**src/rtl/cell_comm_packet_decoder.sv**
```systemverilog
// Fast-orbit packet parser for the cell-controller Aurora RX stream.
// Emits one strobe per good packet and keeps error and per-FA-cycle tallies.
module cell_comm_packet_decoder #(
    parameter int DATA_WIDTH      = 32,
    parameter int FOFB_IDX_WIDTH  = 9,
    parameter int WATCHDOG_CYCLES = 63
) (
    input  logic                      rxClk,
    input  logic                      rxReset,
    input  logic                      rxValid,
    input  logic                      rxLast,
    input  logic [DATA_WIDTH-1:0]     rxData,
    input  logic                      rxFaStrobe,
    output logic                      outValid,
    output logic [FOFB_IDX_WIDTH-1:0] outIndex,
    output logic [31:0]               outX,
    output logic [31:0]               outY,
    output logic [31:0]               outS,
    output logic                      outClipping,
    output logic [15:0]               cyclePacketCount,
    output logic [15:0]               badHeaderCount,
    output logic [15:0]               shortPacketCount,
    output logic [15:0]               longPacketCount,
    output logic [15:0]               invalidFlagCount,
    output logic [15:0]               watchdogCount
);

    localparam logic [2:0] S_HEADER  = 3'd0;
    localparam logic [2:0] S_WX      = 3'd1;
    localparam logic [2:0] S_WY      = 3'd2;
    localparam logic [2:0] S_WS      = 3'd3;
    localparam logic [2:0] S_DISCARD = 3'd4;

    localparam logic [7:0]  WD_LAST = 8'(WATCHDOG_CYCLES - 1);
    localparam logic [15:0] MAGIC   = 16'hA5BE;

    logic [2:0]                state_q, state_d;
    logic [7:0]                wd_q, wd_d;
    logic [FOFB_IDX_WIDTH-1:0] idx_q, idx_d;
    logic [31:0]               x_q, x_d;
    logic [31:0]               y_q, y_d;

    logic                      hdr_ok;
    logic                      good;
    logic                      bad_inc;
    logic                      short_inc;
    logic                      long_inc;
    logic                      inv_inc;
    logic                      wd_inc;

    logic                      out_valid_q;
    logic [FOFB_IDX_WIDTH-1:0] out_idx_q;
    logic [31:0]               out_x_q;
    logic [31:0]               out_y_q;
    logic [31:0]               out_s_q;
    logic                      out_clip_q;

    logic [15:0]               run_q;
    logic [15:0]               cyc_q;
    logic [15:0]               bad_q;
    logic [15:0]               short_q;
    logic [15:0]               long_q;
    logic [15:0]               inv_q;
    logic [15:0]               wdc_q;

    function automatic logic [15:0] sat_inc(input logic [15:0] v);
        return (v == 16'hFFFF) ? v : v + 16'd1;
    endfunction

    // A header carrying rxLast can never start a packet, so it is bad.
    assign hdr_ok = (rxData[31:16] == MAGIC)
                 && (rxData[15:FOFB_IDX_WIDTH] == '0)
                 && !rxLast;

    always_comb begin
        state_d   = state_q;
        wd_d      = wd_q;
        idx_d     = idx_q;
        x_d       = x_q;
        y_d       = y_q;
        good      = 1'b0;
        bad_inc   = 1'b0;
        short_inc = 1'b0;
        long_inc  = 1'b0;
        inv_inc   = 1'b0;
        wd_inc    = 1'b0;
        if (rxValid) begin
            wd_d = '0;
            unique case (state_q)
                S_HEADER: begin
                    if (hdr_ok) begin
                        idx_d   = rxData[FOFB_IDX_WIDTH-1:0];
                        state_d = S_WX;
                    end else begin
                        bad_inc = 1'b1;
                        state_d = rxLast ? S_HEADER : S_DISCARD;
                    end
                end
                S_WX: begin
                    if (rxLast) begin
                        short_inc = 1'b1;
                        state_d   = S_HEADER;
                    end else begin
                        x_d     = rxData[31:0];
                        state_d = S_WY;
                    end
                end
                S_WY: begin
                    if (rxLast) begin
                        short_inc = 1'b1;
                        state_d   = S_HEADER;
                    end else begin
                        y_d     = rxData[31:0];
                        state_d = S_WS;
                    end
                end
                S_WS: begin
                    if (!rxLast) begin
                        long_inc = 1'b1;
                        state_d  = S_DISCARD;
                    end else if (rxData[31]) begin
                        inv_inc = 1'b1;
                        state_d = S_HEADER;
                    end else begin
                        good    = 1'b1;
                        state_d = S_HEADER;
                    end
                end
                S_DISCARD: begin
                    if (rxLast) state_d = S_HEADER;
                end
                default: state_d = S_HEADER;
            endcase
        end else if (state_q != S_HEADER) begin
            if (wd_q == WD_LAST) begin
                wd_inc  = 1'b1;
                wd_d    = '0;
                state_d = S_HEADER;
            end else begin
                wd_d = wd_q + 8'd1;
            end
        end else begin
            wd_d = '0;
        end
    end

    always_ff @(posedge rxClk) begin
        if (rxReset) begin
            state_q <= S_HEADER;
            wd_q    <= '0;
            idx_q   <= '0;
            x_q     <= '0;
            y_q     <= '0;
        end else begin
            state_q <= state_d;
            wd_q    <= wd_d;
            idx_q   <= idx_d;
            x_q     <= x_d;
            y_q     <= y_d;
        end
    end

    always_ff @(posedge rxClk) begin
        if (rxReset) begin
            out_valid_q <= 1'b0;
            out_idx_q   <= '0;
            out_x_q     <= '0;
            out_y_q     <= '0;
            out_s_q     <= '0;
            out_clip_q  <= 1'b0;
        end else begin
            out_valid_q <= good;
            if (good) begin
                out_idx_q  <= idx_q;
                out_x_q    <= x_q;
                out_y_q    <= y_q;
                out_s_q    <= {{2{rxData[29]}}, rxData[29:0]};
                out_clip_q <= rxData[30];
            end
        end
    end

    always_ff @(posedge rxClk) begin
        if (rxReset) begin
            bad_q   <= '0;
            short_q <= '0;
            long_q  <= '0;
            inv_q   <= '0;
            wdc_q   <= '0;
        end else begin
            if (bad_inc)   bad_q   <= sat_inc(bad_q);
            if (short_inc) short_q <= sat_inc(short_q);
            if (long_inc)  long_q  <= sat_inc(long_q);
            if (inv_inc)   inv_q   <= sat_inc(inv_q);
            if (wd_inc)    wdc_q   <= sat_inc(wdc_q);
        end
    end

    // A strobe coinciding with the FA marker belongs to the new cycle.
    always_ff @(posedge rxClk) begin
        if (rxReset) begin
            run_q <= '0;
            cyc_q <= '0;
        end else if (rxFaStrobe) begin
            cyc_q <= run_q;
            run_q <= {15'd0, out_valid_q};
        end else if (out_valid_q) begin
            run_q <= sat_inc(run_q);
        end
    end

    assign outValid         = out_valid_q;
    assign outIndex         = out_idx_q;
    assign outX             = out_x_q;
    assign outY             = out_y_q;
    assign outS             = out_s_q;
    assign outClipping      = out_clip_q;
    assign cyclePacketCount = cyc_q;
    assign badHeaderCount   = bad_q;
    assign shortPacketCount = short_q;
    assign longPacketCount  = long_q;
    assign invalidFlagCount = inv_q;
    assign watchdogCount    = wdc_q;

endmodule

```
**config.mk**
```make
export PLATFORM = sky130hd
export DESIGN_NAME = cell_comm_packet_decoder
export DESIGN_NICKNAME = d
export VERILOG_FILES = /design/src/rtl/cell_comm_packet_decoder.sv
export SDC_FILE = /design/constraint.sdc
export NUM_CORES = 1
export LEC_CHECK = 0
export CAP_MARGIN = 30
export CORE_ASPECT_RATIO = 0.75
export CORE_UTILIZATION = 53
export CTS_BUF_LIST = sky130_fd_sc_hd__clkbuf_2 sky130_fd_sc_hd__clkbuf_4 sky130_fd_sc_hd__clkbuf_8
export CTS_CLUSTER_DIAMETER = 200
export CTS_CLUSTER_SIZE = 16
export DETAILED_ROUTE_END_ITERATION = 8
export PLACE_DENSITY = 0.82
export RECOVER_POWER = 25
export SETUP_SLACK_MARGIN = 0.1
export SYNTH_ARGS = -nofsm -noshare
export SYNTH_HDL_FRONTEND = slang
export SYNTH_SLANG_ARGS = --single-unit
```
**constraint.sdc**
```tcl
create_clock -name rxClk -period 2.31 [get_ports rxClk]
set_clock_uncertainty 0.15 [all_clocks]
set_input_delay 0.5775 -clock rxClk [delete_from_list [all_inputs] [get_ports rxClk]]
set_output_delay 0.5775 -clock rxClk [all_outputs]
set_load 0.005 [all_outputs]
```
; ---- Word level (Yosys, flattened, before mapping)
; Index checks and enable logic that the tools add are counted.
[totals]
register_bits = 301
input_bits = 37
[classes]
add_sub_neg = 7
eq_ne = 14
mux = 32
bitwise_logic = 8
n_reduce_logical = 23
[op_table]
columns = cell, n
row1 = "16-bit == test, second input constant", 7
row2 = "16-bit by 1-bit adder with 16-bit output, second input constant", 6
row3 = 1-bit 2-to-1 mux, 23
row4 = 3-bit 2-to-1 mux, 6
row5 = 3-bit case mux with 5 select lines, 1
row6 = 2-bit AND reduction, 7
row7 = 3-bit AND reduction, 4
row8 = "8-bit by 1-bit adder with 8-bit output, second input constant", 1
row9 = "8-bit by 6-bit == test with 1-bit output, second input constant", 1
row10 = 1-bit NOT, 8
row11 = 7-bit zero test, 1
row12 = "3-bit by 2-bit == test with 1-bit output, second input constant", 2
row13 = 2-bit nonzero test, 3
row14 = 2-bit 2-to-1 mux, 2
row15 = 2-bit OR reduction, 2
row16 = 4-bit OR reduction, 1
row17 = "3-bit by 1-bit == test with 1-bit output, second input constant", 1
row18 = "3-bit == test, second input constant", 1
row19 = 3-bit zero test, 1
row20 = "3-bit != test, second input constant", 1
row21 = 3-bit nonzero test, 1
row22 = 1-bit logical AND, 2
row23 = "2-bit != test, second input constant", 1
row24 = 1-bit zero test, 1

; ---- Logic depth before layout (Yosys ltp)
[logic_depth]
ltp_word = 7
ltp_mapped = 8

; ---- Worst setup path before layout
; No wires, ideal clock.
[synth_path]
path_type = input to register
start = input rxData[31]
end = register bad_q[1], in the netlist badHeaderCount[1]
arrival_time_ps = 1987
t_required_ps = 2090
setup_slack_ps = 102
path_stages = 8
path_buffers = 3
cell_sequence = buf_2 -> and4b_1 -> nand4_1 -> nor3_2 -> buf_2 -> buf_2 -> o21ai_0 -> a21oi_1
[synth_via]
elab_chain_len = 7
[synth_lines]
columns = item, line
row1 = start: declaration, 12  ; input logic [DATA_WIDTH-1:0] rxData,
row2 = 16-bit == test, 71  ; assign hdr_ok = (rxData[31:16] == MAGIC)
row3 = 1-bit logical AND, 72  ; && (rxData[15:FOFB_IDX_WIDTH] == '0)
row4 = 1-bit logical AND, 73  ; && !rxLast;
row5 = 1-bit 2-to-1 mux, 91  ; if (hdr_ok) begin
row6 = 1-bit 2-to-1 mux, 89  ; unique case (state_q)
row7 = 1-bit 2-to-1 mux, 87  ; if (rxValid) begin
row8 = 2-bit AND reduction (no line), -
row9 = end signal: assignment, 191  ; if (bad_inc) bad_q <= sat_inc(bad_q);
row10 = end: declaration, 60  ; logic [15:0] bad_q;
; No other way between the ends.
; A chain may end at the register's enable or synchronous reset.

; ---- Worst setup path after layout
[layout_path]
start = register long_q[9], in the netlist longPacketCount[9]
end = register long_q[13], in the netlist longPacketCount[13]
[layout_via]
elab_chain_len = 3
word_cells_on_any_way = 4
[layout_lines]
columns = item, line
row1 = start: declaration, 62  ; logic [15:0] long_q;
row2 = start signal: assignment, 193  ; if (long_inc) long_q <= sat_inc(long_q);
row3 = "parallel branches: the longest is 3 deep, another holds 16-bit by 1-bit adder with 16-bit output", -
; Parallel ways; which one is timed is not known.

==> metrics <==
Buffers on Ports=239; Sink Count=301; # setup viols final=0; non-filler cells, final=2070; initial antenna violation count=2; type of the worst setup path=register to register; CP endpoint kind=register; Slew HR=51.6%; hold path cells=2; post-synth top area share=50.1%; Placer Congestion=0.882; net count after synthesis=1502; VDD IR max=0.359 mV; Synth Area in Adders=0.833%; warnings from Yosys=0; Max-Cap Viols=0; CTS tree=done; GR Overflow Total=0; GRT Resource Usage Total=27.6%; core area=0.0222 sq mm; DRT iter0 DRCs=1150; status=completed; crit path max fanout=7; reg2reg path depth=7; post-synthesis async set-or-reset flop share=0%; global-route wire length before repair=52300 microns; Area contributors post-synth=dfxtp_1 (50%), nand2_1 (11%), a21oi_1 (8.3%), nor2_1 (3.8%), xnor2_1 (3.7%); Slew @ Worst Pin=0.726 ns; sequential fraction of the synthesis area=50.1%; Post-Synthesis Cells=1457; final wirelength=35300 microns; synthesis-to-layout area growth=35.2%; XOR/XNOR Fraction of Synth Area=4.66%; Filler cells=1664; I/O pin total=240; Final WS setup=0.0446 ns; Num CTS Buffers=22; largest family of logic cells by synthesized area=simple AND/OR/NAND/NOR gates; Die Area=0.0233 sq mm; Rows=47; vias in the first global route=10100; Top FF cell, synth=dfxtp_1; cell taking the most area after synthesis=dfxtp_1; fraction of layout instances using a drive strength above 1=15.8%; largest net degree at the start of global routing=114; simple-gate area share of the yosys netlist=26.8%; compound-cell area share of the yosys netlist=10.8%; Antenna Nets Post-Route=0; flops & latches, synth=301; Final Power=8.03 mW; clk_lat worst skew=0.56 ns; post-synth cell types=52; worst path required time=2.61 ns; sequential cell area=0.00618 sq mm; final worst path period need=2.27 ns; crit start category=register; # DRC=0; DIE HEIGHT=132 microns; number of synthesized flops with an enable pin=0; Pleak=5.98 nW; Initial Utilization=54.2%; area occupied by multi-input gates=0.00570 sq mm; nets=1820; H-tree Lvls=1; Final HPWL DP=23400 microns; clock tree root buffer cell=clkbuf_8; via/cell ratio=5.63; Hold Crit Class=register to register; Worst-path clk slew=0.11 ns; crit path DAT=2.56 ns; Final Hold Viols=0; fmax=441 MHz; Placed Instances=2001; first drt pass iteration count=5; DR vias=11600; hold_buf cts=0; clock tree buffer depth=3; hold_ws=0.280 ns; RSZ-0062 raised after global routing=true; pre-CTS setup slack=-0.712 ns; mux share of post-synthesis cell area=3.34%; routed length per placed instance=17.0 microns; Chip Width=176 microns; Post-Syn Area=0.0120 sq mm; Post-Syn Area per Cell=8.25 sq um; Pwr per Cell Area=494 mW/mm^2; Max Transition Viols Final=0; fin crit share=98.1%
==> logic make-up (layout without fill, tap and decap cells) <==
kind of cell,after synthesis,count (layout)
flops,301,301
buf+inv,103,421
xor+xnor,64,64
other cells,0,1
fa+ha+maj,8,8
mux,39,39
compound gates,241,241
simple gates,701,701
==> stage by stage <==
stage                     setup TNS (ns)  utilization [%]  instance area [sq um]
after floorplan                        0                -                  12000
after global placement            -52.46             69.5                  15400
after detailed placement          -67.39             69.5                  15400
after CTS                              0             71.7                  15900
after global routing              -0.277             73.3                  16300
final                                  0             73.3                  16300
==> power breakdown <==
group	switching, mW	internal (mW)	leakage [nW]
registers	0.00376	5.16	2.47
clock network	1.64	0.898	0.169
logic	0.204	0.128	3.34
==> cell usage after synthesis, types with 3 or more instances <==
library cell    n
or2_2           3
nand2_1       366
nor3b_1         7
nand3_1        42
o21a_1          4
and2_1          4
a21oi_1       200
and3_1         13
nor4_1         21
a31oi_1         5
clkbuf_1       69
buf_1           9
nor2b_1        11
mux2_2          9
ha_1            8
o31ai_1         6
nor2_1        123
xor2_1         13
and4_1         14
or3_1           9
mux2i_1        30
o21ai_0        14
or4_1           7
nor3_1         22
dfxtp_1       301
inv_1           8
nand4_1        34
buf_2          15
nor4b_1         6
nand2b_1        4
xnor2_1        51
==> registers in the layout (all words and copies together) (netlist names) <==
| name | count |
|---|---|
| outY | 32 |
| idx_q | 9 |
| watchdogCount | 16 |
| invalidFlagCount | 16 |
| run_q | 16 |
| cyclePacketCount | 16 |
| state_q | 3 |
| outClipping | 1 |
| shortPacketCount | 16 |
| outIndex | 9 |
| x_q | 32 |
| outValid | 1 |
| y_q | 32 |
| outX | 32 |
| longPacketCount | 16 |
| outS | 30 |
| wd_q | 8 |
| badHeaderCount | 16 |
==> timing repair <==
action / 4_1_cts / 5_1_grt
setup buffers: 6 / 36
gates cloned: 1 / 1
pin swaps: 2 / 5
setup endpoints to repair: 111 / 132
gates resized for setup: 134 / 90
==> critical path, stage by stage, from the launching register on <==
cell and delay [ns]:
dfxtp_1 0.40, clkbuf_4 0.17, buf_4 0.11, nand4_1 0.25, nor3_2 0.69, nor4_4 0.12
xnor2_1 0.20, nor2_1 0.06
==> per-layer routing <==
| metal | vias up | track usage (%) | wire length, microns |
|---|---|---|---|
| met4 | 2 | 5.89 | 712 |
| met2 | 485 | 41.0 | 15600 |
| met3 | 69 | 6.35 | 3370 |
| met1 | 5535 | 40.7 | 15600 |
| li1 | 5555 | - | - |
| met5 | - | 0 | 17 |
==> path summary, 6_finish.rpt <==
path                                          from                   to  slack [ns]
worst max-delay path            longPacketCount[9]  longPacketCount[13]        0.04
worst min-delay path                        y_q[3]              outY[3]        0.28
worst max register to register  longPacketCount[9]  longPacketCount[13]        0.04
worst min register to register              y_q[3]              outY[3]        0.28
==> area by class of cell <==
type / instances / area share [%]
sequential: 301 / 38.0
multi-input combinational: 1053 / 35.1
timing repair buffer: 389 / 22.5
tap: 294 / 2.26
clock buffer: 23 / 1.95
inverter: 8 / 0.185
clock inverter: 1 / 0.0308
antenna: 1 / 0.0154
==> placed cells by master, fill, tap and decap left out, drive strengths merged, types with 14 or more instances in the layout <==
cell           instances
o21ai                 14
dlymetal6s2s          20
buf                  141
xnor2                 51
nand4                 35
nand3                 42
clkdlybuf4s50        164
dlygate4sd2           35
a21oi                200
nor2                 123
and4                  14
nor4                  22
clkbuf                37
dfxtp                301
mux2i                 30
clkdlybuf4s25         14
nor3                  24
nand2                366
(Power assumes the default switching activity.)
